`config.mk`:
```
export PLATFORM = sky130hd
export DESIGN_NAME = interrupt_return_handler
export DESIGN_NICKNAME = d
export VERILOG_FILES = /design/src/rtl/interrupt_return_handler_pkg.sv /design/src/rtl/interrupt_return_handler_collector.sv /design/src/rtl/interrupt_return_handler.sv
export SDC_FILE = /design/constraint.sdc
export NUM_CORES = 1
export LEC_CHECK = 0
export ABC_AREA = 1
export BUFFER_PORTS_ARGS = -buffer_cell sky130_fd_sc_hd__buf_2
export CORE_ASPECT_RATIO = 1.75
export CORE_MARGIN = 1.5
export CORE_UTILIZATION = 52
export DETAILED_ROUTE_END_ITERATION = 10
export GPL_TIMING_DRIVEN = 1
export PLACE_DENSITY = 0.84
export SETUP_SLACK_MARGIN = 0.05
export SYNTH_ARGS = -nofsm -noshare
export SYNTH_HDL_FRONTEND = slang
export SYNTH_HIERARCHICAL = 1
export SYNTH_SLANG_ARGS = --single-unit
```
`constraint.sdc`:
```
create_clock -name clk -period 2.3 [get_ports clk]
set_clock_uncertainty 0.1 [all_clocks]
set_input_delay 0.23 -clock clk [delete_from_list [all_inputs] [get_ports clk]]
set_output_delay 0.23 -clock clk [all_outputs]
set_load 0.02 [all_outputs]
```
`src/rtl/interrupt_return_handler_pkg.sv`:
```
// Shared definitions for the RTI return sequencer: FSM states, micro-op encodings
// and the CCR width restored at the end of the sequence.
package interrupt_return_handler_pkg;

  localparam int CCR_W = 3;

  localparam logic [15:0] BUBBLE_INSTR_DEF    = 16'h07F8;
  localparam logic [15:0] POP_FLAGS_INSTR_DEF = 16'hF540;
  localparam logic [15:0] POP_LO_INSTR_DEF    = 16'hF520;
  localparam logic [15:0] POP_HI_INSTR_DEF    = 16'hF500;

  typedef enum logic [2:0] {
    IDLE,
    DRAIN,
    POP_F,
    POP_L,
    POP_H,
    WAIT_DATA,
    RESTORE
  } state_t;

endpackage

```
`src/rtl/interrupt_return_handler_collector.sv`:
```
// Collects the three popped words (flags, PC lo, PC hi) from the memory stage and
// exposes next-cycle capture values so the sequencer can restore on the capture edge.
module rti_pop_collector
  import interrupt_return_handler_pkg::*;
(
  input  logic             clk,
  input  logic             rst,
  input  logic             clear,
  input  logic             pop_fire,
  input  logic             mem_valid,
  input  logic [15:0]      mem_data,
  output logic             all_captured,
  output logic [CCR_W-1:0] flags_next,
  output logic [31:0]      pc_next
);

  logic [1:0]       issued;
  logic [1:0]       cap_cnt;
  logic [1:0]       issued_eff;
  logic             accept;
  logic [CCR_W-1:0] cap_flags;
  logic [15:0]      cap_lo;
  logic [15:0]      cap_hi;
  logic [15:0]      lo_next;
  logic [15:0]      hi_next;

  // NOTE: every signal written here gets a value before any branch, so no latch is inferred.
  always_comb begin
    // A POP in flight this cycle already counts as issued, so same-cycle returns are taken.
    issued_eff   = issued + {1'b0, pop_fire};
    accept       = mem_valid && (cap_cnt < issued_eff);
    flags_next   = cap_flags;
    lo_next      = cap_lo;
    hi_next      = cap_hi;
    if (accept) begin
      case (cap_cnt)
        2'd0:    flags_next = mem_data[CCR_W-1:0];
        2'd1:    lo_next    = mem_data;
        default: hi_next    = mem_data;
      endcase
    end
    all_captured = (cap_cnt == 2'd3) || (accept && cap_cnt == 2'd2);
    pc_next      = {hi_next, lo_next};
  end

  // NOTE: sequential state uses non-blocking assignments so all registers update together.
  always_ff @(posedge clk or posedge rst) begin
    if (rst) begin
      issued  <= '0;
      cap_cnt <= '0;
    end else if (clear) begin
      issued  <= '0;
      cap_cnt <= '0;
    end else begin
      if (pop_fire) issued  <= issued + 2'd1;
      if (accept)   cap_cnt <= cap_cnt + 2'd1;
    end
  end

  // NOTE: the capture registers are few and feed outputs, so they are reset like any flop.
  always_ff @(posedge clk or posedge rst) begin
    if (rst) begin
      cap_flags <= '0;
      cap_lo    <= '0;
      cap_hi    <= '0;
    end else begin
      cap_flags <= flags_next;
      cap_lo    <= lo_next;
      cap_hi    <= hi_next;
    end
  end

endmodule

```
`src/rtl/interrupt_return_handler.sv`:
```
// RTI sequencer: drains the pipeline, injects three POP micro-ops, waits for the popped
// words, then redirects fetch to the saved PC and restores CCR, or aborts on timeout.
module interrupt_return_handler
  import interrupt_return_handler_pkg::*;
#(
  parameter int          DRAIN_CYCLES    = 2,
  parameter int          TIMEOUT_CYCLES  = 32,
  parameter logic [15:0] BUBBLE_INSTR    = BUBBLE_INSTR_DEF,
  parameter logic [15:0] POP_FLAGS_INSTR = POP_FLAGS_INSTR_DEF,
  parameter logic [15:0] POP_LO_INSTR    = POP_LO_INSTR_DEF,
  parameter logic [15:0] POP_HI_INSTR    = POP_HI_INSTR_DEF
) (
  input  logic             clk,
  input  logic             rst,
  input  logic             rtiDecoded,
  input  logic             memDataValid,
  input  logic [15:0]      memData,
  output logic             injectValid,
  output logic [15:0]      injectInstruction,
  output logic             stallFetch,
  output logic             restoreValid,
  output logic [31:0]      restorePc,
  output logic [CCR_W-1:0] restoreFlags,
  output logic             busy,
  output logic             abortPulse
);

  state_t           state, state_next;
  logic [2:0]       drain_cnt, drain_cnt_next;
  logic [15:0]      wait_cnt, wait_cnt_next;
  logic             start, abort, pop_fire, all_captured;
  logic [CCR_W-1:0] flags_next;
  logic [31:0]      pc_next;
  logic             inject_n;
  logic [15:0]      instr_n;

  rti_pop_collector u_collector (
    .clk          (clk),
    .rst          (rst),
    .clear        (start || abort),
    .pop_fire     (pop_fire),
    .mem_valid    (memDataValid),
    .mem_data     (memData),
    .all_captured (all_captured),
    .flags_next   (flags_next),
    .pc_next      (pc_next)
  );

  always_comb begin
    state_next     = state;
    drain_cnt_next = drain_cnt;
    wait_cnt_next  = wait_cnt;
    start          = 1'b0;
    abort          = 1'b0;
    pop_fire       = (state == POP_F) || (state == POP_L) || (state == POP_H);
    case (state)
      IDLE: if (rtiDecoded) begin
        state_next     = DRAIN;
        drain_cnt_next = '0;
        start          = 1'b1;
      end
      DRAIN: begin
        if (drain_cnt == 3'(DRAIN_CYCLES - 1)) state_next = POP_F;
        else drain_cnt_next = drain_cnt + 3'd1;
      end
      POP_F: state_next = POP_L;
      POP_L: state_next = POP_H;
      POP_H: begin
        state_next    = WAIT_DATA;
        wait_cnt_next = '0;
      end
      WAIT_DATA: begin
        // A third word landing on the last timeout cycle still completes the return.
        if (all_captured) begin
          state_next = RESTORE;
        end else if (wait_cnt == 16'(TIMEOUT_CYCLES - 1)) begin
          state_next = IDLE;
          abort      = 1'b1;
        end else if (wait_cnt != 16'hFFFF) begin
          wait_cnt_next = wait_cnt + 16'd1;
        end
      end
      RESTORE: state_next = IDLE;
      default: state_next = IDLE;
    endcase

    inject_n = (state_next == DRAIN) || (state_next == POP_F) || (state_next == POP_L) ||
               (state_next == POP_H) || (state_next == WAIT_DATA);
    case (state_next)
      POP_F:   instr_n = POP_FLAGS_INSTR;
      POP_L:   instr_n = POP_LO_INSTR;
      POP_H:   instr_n = POP_HI_INSTR;
      default: instr_n = BUBBLE_INSTR;
    endcase
  end

  always_ff @(posedge clk or posedge rst) begin
    if (rst) begin
      state     <= IDLE;
      drain_cnt <= '0;
      wait_cnt  <= '0;
    end else begin
      state     <= state_next;
      drain_cnt <= drain_cnt_next;
      wait_cnt  <= wait_cnt_next;
    end
  end

  // Outputs are registered from the next state so they line up with the state register.
  always_ff @(posedge clk or posedge rst) begin
    if (rst) begin
      injectValid       <= 1'b0;
      injectInstruction <= BUBBLE_INSTR;
      stallFetch        <= 1'b0;
      restoreValid      <= 1'b0;
      restorePc         <= '0;
      restoreFlags      <= '0;
      busy              <= 1'b0;
      abortPulse        <= 1'b0;
    end else begin
      injectValid       <= inject_n;
      injectInstruction <= instr_n;
      stallFetch        <= inject_n;
      restoreValid      <= (state_next == RESTORE);
      busy              <= (state_next != IDLE);
      abortPulse        <= abort;
      if (state_next == RESTORE) begin
        restorePc    <= pc_next;
        restoreFlags <= flags_next;
      end
    end
  end

endmodule

```
-- Yosys cells after proc, flatten, opt, wreduce, memory -nomap -nowiden
Cells that the tools add are included.
- output and inout bits: 56
- register bits after elaboration: 116
- input bits: 20
- equality and inequality tests: 22
- mux-type cells: 28
- $add $sub $neg: 5
- reduce and logical (&&, ||, !) cells: 20
- magnitude comparators: 1
- operators by type and width (kind ; number):
    2-to-1 mux 16 bit ; 7
    case mux 16 bit (3 select lines) ; 1
    case mux 16 bit (2 select lines) ; 1
    2-to-1 mux 3 bit ; 8
    case mux 3 bit (6 select lines) ; 1
    adder 16 x 1 -> 16 bit, second input constant ; 1
    == test 16 x 5 -> 1 bit, second input constant ; 1
    inequality test 16 bit, second input constant ; 1
    == test 3 bit, second input constant ; 5
    == test 3 x 2 -> 1 bit, second input constant ; 4
    inequality test 2 bit, second input constant ; 5
    == test 3 x 1 -> 1 bit, second input constant ; 3
    logical OR 1 bit ; 8
    2-to-1 mux 2 bit ; 4
    nonzero test 2 bit ; 4
    case mux 3 bit (2 select lines) ; 1
    2-to-1 mux 1 bit ; 5
    adder 2 x 1 -> 2 bit, second input constant ; 2
    == test 2 bit, second input constant ; 2
    AND reduction 4 bit ; 1
    adder 3 x 1 -> 3 bit, second input constant ; 1
    zero test 3 bit ; 1
    AND reduction 3 bit ; 1
    nonzero test 3 bit ; 1
    other kinds (6) ; 7

-- Logic depth before layout (Yosys ltp)
- depth after elaboration: 15
- gate-level depth with buffers: 18

-- Hierarchy
Netlist, hierarchy kept.
- modules (own cells, without submodules) (module ; instances ; area each (µm²) ; cells an instance ; sequential area each (µm²)):
    interrupt_return_handler ; 1 ; 3148.0 ; 397 ; 1630.3
    rti_pop_collector ; 1 ; 2237.1 ; 297 ; 975.9

-- Least setup slack after synthesis
OpenSTA, ideal clock, no wires.
- path type: reg2reg
- start point: reg state[0]
- end point: reg wait_cnt[0]
- data arrival time: 2.344 ns
- setup slack: -0.270 ns
- library setup time: 0.126 ns
- stages on the path, launching flop included: 18
- period minus slack after synthesis: 2.570 ns
- buffers on the path: 1
- cell sequence: dfrtp_1 nor2_1 nand2_1 nand2_1 ha_1 xnor2_1 ha_1 nand2_4 nand2_4 inv_4 nand2_1 nand2_1 inv_1 o21ai_0 inv_1 nand3_4 buf_6 o21ai_0
- word-level cells in the longest chain between the ends: 10
- elaborated cells between the ends (all ways): 17
- classes of those cells: add/sub (1); order compare (1); eq/ne (7); mux (1); reduce/logical (7)
- RTL lines (what ; line ; text):
    start: declaration ; interrupt_return_handler.sv:28 ; state_t state, state_next;
    start signal: assignment ; interrupt_return_handler.sv:103 ; state <= state_next;
    == test 3 x 2 -> 1 bit ; interrupt_return_handler.sv:55 ; pop_fire = (state == POP_F) || (state == POP_L) || (state == POP_H);
    logical OR 1 bit ; interrupt_return_handler.sv:55 ;
    logical OR 1 bit * ; interrupt_return_handler.sv:55 ;
    named net pop_fire ; interrupt_return_handler.sv:31 ; logic start, abort, pop_fire, all_captured;
    adder 2 x 1 -> 2 bit * ; interrupt_return_handler_collector.sv:30 ; issued_eff = issued + {1'b0, pop_fire};
    less-than comparator 2 bit * ; interrupt_return_handler_collector.sv:31 ; accept = mem_valid && (cap_cnt < issued_eff);
    logical AND 1 bit * ; interrupt_return_handler_collector.sv:31 ;
    logical AND 1 bit * ; interrupt_return_handler_collector.sv:42 ; all_captured = (cap_cnt == 2'd3) || (accept && cap_cnt == 2'd2);
    logical OR 1 bit * ; interrupt_return_handler_collector.sv:42 ;
    named net all_captured ; interrupt_return_handler.sv:31 ;
    inequality test 2 bit (no source line) * ; n/a ;
    AND reduction 4 bit (no source line) * ; n/a ;
    end signal: assignment ; interrupt_return_handler.sv:105 ; wait_cnt <= wait_cnt_next;
    end: declaration ; interrupt_return_handler.sv:30 ; logic [15:0] wait_cnt, wait_cnt_next;
The timed path passes the listed nets; every way through them passes the cells marked *.
A chain may end at the register's enable or synchronous reset.

-- Final worst setup path
- start point: reg state[0]
- end point: reg restorePc[17]
- word-level cells in the longest chain between the ends: 11
- elaborated cells between the ends (all ways): 20
- classes of those cells: add/sub (1); order compare (1); eq/ne (6); mux (6); reduce/logical (6)
- RTL lines (what ; line ; text):
    == test 3 x 2 -> 1 bit ; interrupt_return_handler.sv:55 ;
    logical OR 1 bit ; interrupt_return_handler.sv:55 ;
    logical OR 1 bit * ; interrupt_return_handler.sv:55 ;
    named net pop_fire ; interrupt_return_handler.sv:31 ;
    adder 2 x 1 -> 2 bit * ; interrupt_return_handler_collector.sv:30 ;
    less-than comparator 2 bit * ; interrupt_return_handler_collector.sv:31 ;
    logical AND 1 bit * ; interrupt_return_handler_collector.sv:31 ;
    logical AND 1 bit * ; interrupt_return_handler_collector.sv:42 ;
    logical OR 1 bit * ; interrupt_return_handler_collector.sv:42 ;
    named net all_captured ; interrupt_return_handler.sv:31 ;
    2-to-1 mux 3 bit * ; interrupt_return_handler.sv:74 ; if (all_captured) begin
    case mux 3 bit (6 select lines) * ; interrupt_return_handler.sv:56 ; case (state)
    == test 3 bit * ; interrupt_return_handler.sv:127 ; if (state_next == RESTORE) begin
    end signal: assignment ; interrupt_return_handler.sv:128 ; restorePc <= pc_next;
    end: declaration ; interrupt_return_handler.sv:22 ; output logic [31:0] restorePc,
Marked as above.

==> impl_results.md <==
* Result of the run: finished, violations left
* Failing checks: setup timing
* Number of I/O port buffers at 69
* Total core area at 10200 um2
* Area grow syn2layout at 22.6%
* Filler-free cell count of the finished design at between 900 and 1k
* Detailed-placement wirelength estimate at about 8600 um
* Critical Setup Path Class: reg -> reg
* Slew Viols, Final at 0
* Type of the most critical hold path: in -> reg
* Combined area of all synthesized cells at 5390 um2
* Share of post-route cells with drive strength above 1 at 0.287
* Final standard cell utilization of the core at 0.649
* Worst Hold Depth at 3
* Final worst slack at -105 ps
* Initial antenna violation count at 0
* Clock Root Buffer: clkbuf_16
* I/O pins at 76
* Tcrit/Tclk final at 1.05
* Overall power consumption at approximately 7.5 mW
* Peak clock frequency supported by timing at ~420 MHz
* Number of global-route vias before repair at 4426
* GRT met3 Usage at 0.0417
* Met1 GRT Util at 0.274
* Net total in the final layout at 800
* Max VDD drop at ~760 uV
* Final count of hold timing violations at 0
* Path depth of the worst reg2reg path at 17
* Global-route wire length before repair at around 20000 um
* Placed instance count at slightly below 900
* Number of instances in the synthesized netlist at 694
* Top FF cell, synth: dfrtp_1
* Crit path required time at 2440 ps
* Portion of total power attributed to combinational logic at 0.441
* Mean post-synth cell area at between 7 and 8 um2
* Drt total wl at around 14000 um
* # rows at slightly below 50
* Internal at about 4.2 mW
* Final setup vio count at 55
* DIE HEIGHT at 138 um
* Seq cells post-synth at ~100
* Number of design-rule violations left by the first detailed-router iteration at roughly 350
* Critical path data arrival time at roughly 2500 ps
* Max-slew headroom at the worst pin at 0.636
* Worst setup startpoint: state[0]
* Detailed Routing Iterations Pass 1 at 5
* Antenna cells at 0
* Area of the die at 11000 um2
* RSZ-0062 raised after global routing: yes
* P per Cell Area at about 1100 nW/um2
* Element type at the critical path start: register
* Initial core utilization at 0.529
* Final critical delay including setup and external delays at 2400 ps
* Yosys cell types at 36
* Max_cap viols at 0
* # H-tree levels at 3
* Reg clk slew, reported paths at ~70 ps
* HP Start: rtiDecoded
* Net switching share of the total power at 0.432
* GR peak layer: met2
* Fraction of synthesis flops using an asynchronous set or reset pin at 1.00
* Via-per-instance ratio at 5.32
* Worst-path fanout max at 8
* Fraction of power consumed by the clock network at 0.217
* Reg power frac at 0.343
* Drt wl/cell at 15.2 um
* Switching power summed over all nets at about 3.2 mW
* Critical register-to-register path startpoint: state[0]
* Overall via count from detail_route at between 4k and 5k
* Number of remaining DRC errors at 0
* Post-route antenna net violation count at 0
* Count of fill cells added during filler insertion at 789
* Worst setup EP type: register
* Slew at the pin with the worst max-slew slack at between 500 and 600 ps
* Most repeated cell in the gate-level netlist after synthesis: nand2_1
* Number of enable flip-flop cells after synthesis at 0
* Width of the die at 79.9 um
* Biggest area contributors in the synthesized netlist: dfrtp_1 (47%), nand2_1 (23%), o21ai_0 (4.0%), inv_1 (3.1%), nor2_1 (2.9%)
* Leakage dissipation at about 3.7 nW
* Fraction of post-synthesis cell area in the top cell type by area at 0.469
* TritonCTS clock tree: yes
* Total grt overflow at 0
* Leading post-synthesis cells by instance count: nand2_1 (323), dfrtp_1 (101), inv_1 (45)
* Number of warnings printed during yosys synthesis at 6
* Number of buffers on the longest clock path at 2
* Cell type with the highest aggregate area in the netlist: dfrtp_1
* Total clock buffers created by CTS at 9
* Gp weighted congestion at slightly below 0.9
* Sequential element share of the synthesized area at 0.484
* All-Layer GR Usage at 0.236
* Insertion delay to the later sink of the worst-skew pair at about 350 ps
* TritonCTS Sinks at 104
* Grt met2 use at 0.428
* Largest net degree at the start of global routing at 49
flip-flops by register name, summed over array words and instances (netlist names):
signal and count:
busy 1, restoreFlags 3, restorePc 32, drain_cnt 3, state 3, injectInstruction 4
abortPulse 1, u_collector/cap_cnt 2, u_collector/cap_hi 16, restoreValid 1, u_collector/cap_lo 16, stallFetch 1
u_collector/cap_flags 3, u_collector/issued 2, wait_cnt 16
layout by cell type (no fill, tap or decap), types with 8 or more instances in the layout:
cell type  instances
nor2_1            38
o21ai_0           34
o21ai_1           14
buf_2             69
nand2_2           49
nand2_4           20
clkbuf_16         11
buf_4             17
nand4_1            8
nand3_1           17
inv_1             41
dfrtp_1           99
nand2_1          273
critical path, stage by stage (launching register included):
cell and delay, ps:
dfrtp_2 430, nor2_4 140, nand2_2 90, nand2_4 100
ha_4 160, xnor2_4 80, ha_4 270, nand2_4 50
nand2_4 60, inv_4 40, nand2_4 50, nand2_4 60
buf_6 130, nand2_8 110, clkinv_8 100, clkbuf_16 180
nand2_2 60, nand2_1 50
cells by family (layout without fill, tap and decap cells):
family                     count (synthesis)  after routing  synth area share
AOI/OAI and AO/OA                         60             60            0.0583
xor gates and xnor gates                   6              6           0.00976
adders and majority gates                  9              9            0.0209
buffers and inverters                     88            163            0.0950
DFF                                      104            104             0.484
other                                      2              6           0.00139
and+or+nand+nor                          425            428             0.331
area by class of cell:
class	count	area [um2]	share of cell area
sequential	104	2610	0.395
tap	127	159	0.0241
timing repair buffer	96	656	0.0993
inverter	51	213	0.0322
multi-input combinational	509	2650	0.402
clock buffer	10	239	0.0362
clock inverter	6	75.1	0.0114
through the flow:
stage	worst slack, ps	hold WS, ps	cell area, um2	TNS (ps)
final	-105	40.7	6600	-3310
after detailed placement	-122	223	5820	-2320
after global placement	-4.27	212	5820	-25.1
after floorplan	-71.6	272	5450	-1120
after CTS	-69.4	27.6	6230	-1880
after global routing	-223	41.9	6600	-8410
metal layers:
layer | share of wire | up-vias
li1 | - | 2276
met5 | 0 | -
met4 | 0.023 | 0
met3 | 0.048 | 29
met2 | 0.55 | 178
met1 | 0.37 | 2319
power groups by stage:
stage               Clock (mW)  Sequential [mW]  Combinational (mW)
floorplan                    0             2.63                2.28
global placement             0             2.54                2.66
detailed placement           0             2.57                2.74
CTS                       1.63             2.54                2.88
global route              1.71             2.60                3.60
finish                    1.62             2.56                3.30
repair_timing:
action | in CTS | in global routing
hold buffers | 1 | 0
gates cloned | 3 | 2
resized for setup | 10 | 86
hold endpoints to repair | 62 | 0
buffers inserted | 4 | 2
setup endpoints to repair | 57 | 94
pin swaps | 17 | 11
final timing paths:
path | endpoint | slack [ps]
hold / removal | stallFetch | 40
min in group asynchronous | restorePc[20] | 380
hold reg to reg | restorePc[26] | 380
setup reg to reg | restorePc[17] | -100
max in group asynchronous | injectInstruction[5] | 1070
setup / recovery | restorePc[17] | -100
Note: power is estimated with default switching activity, not from simulation.
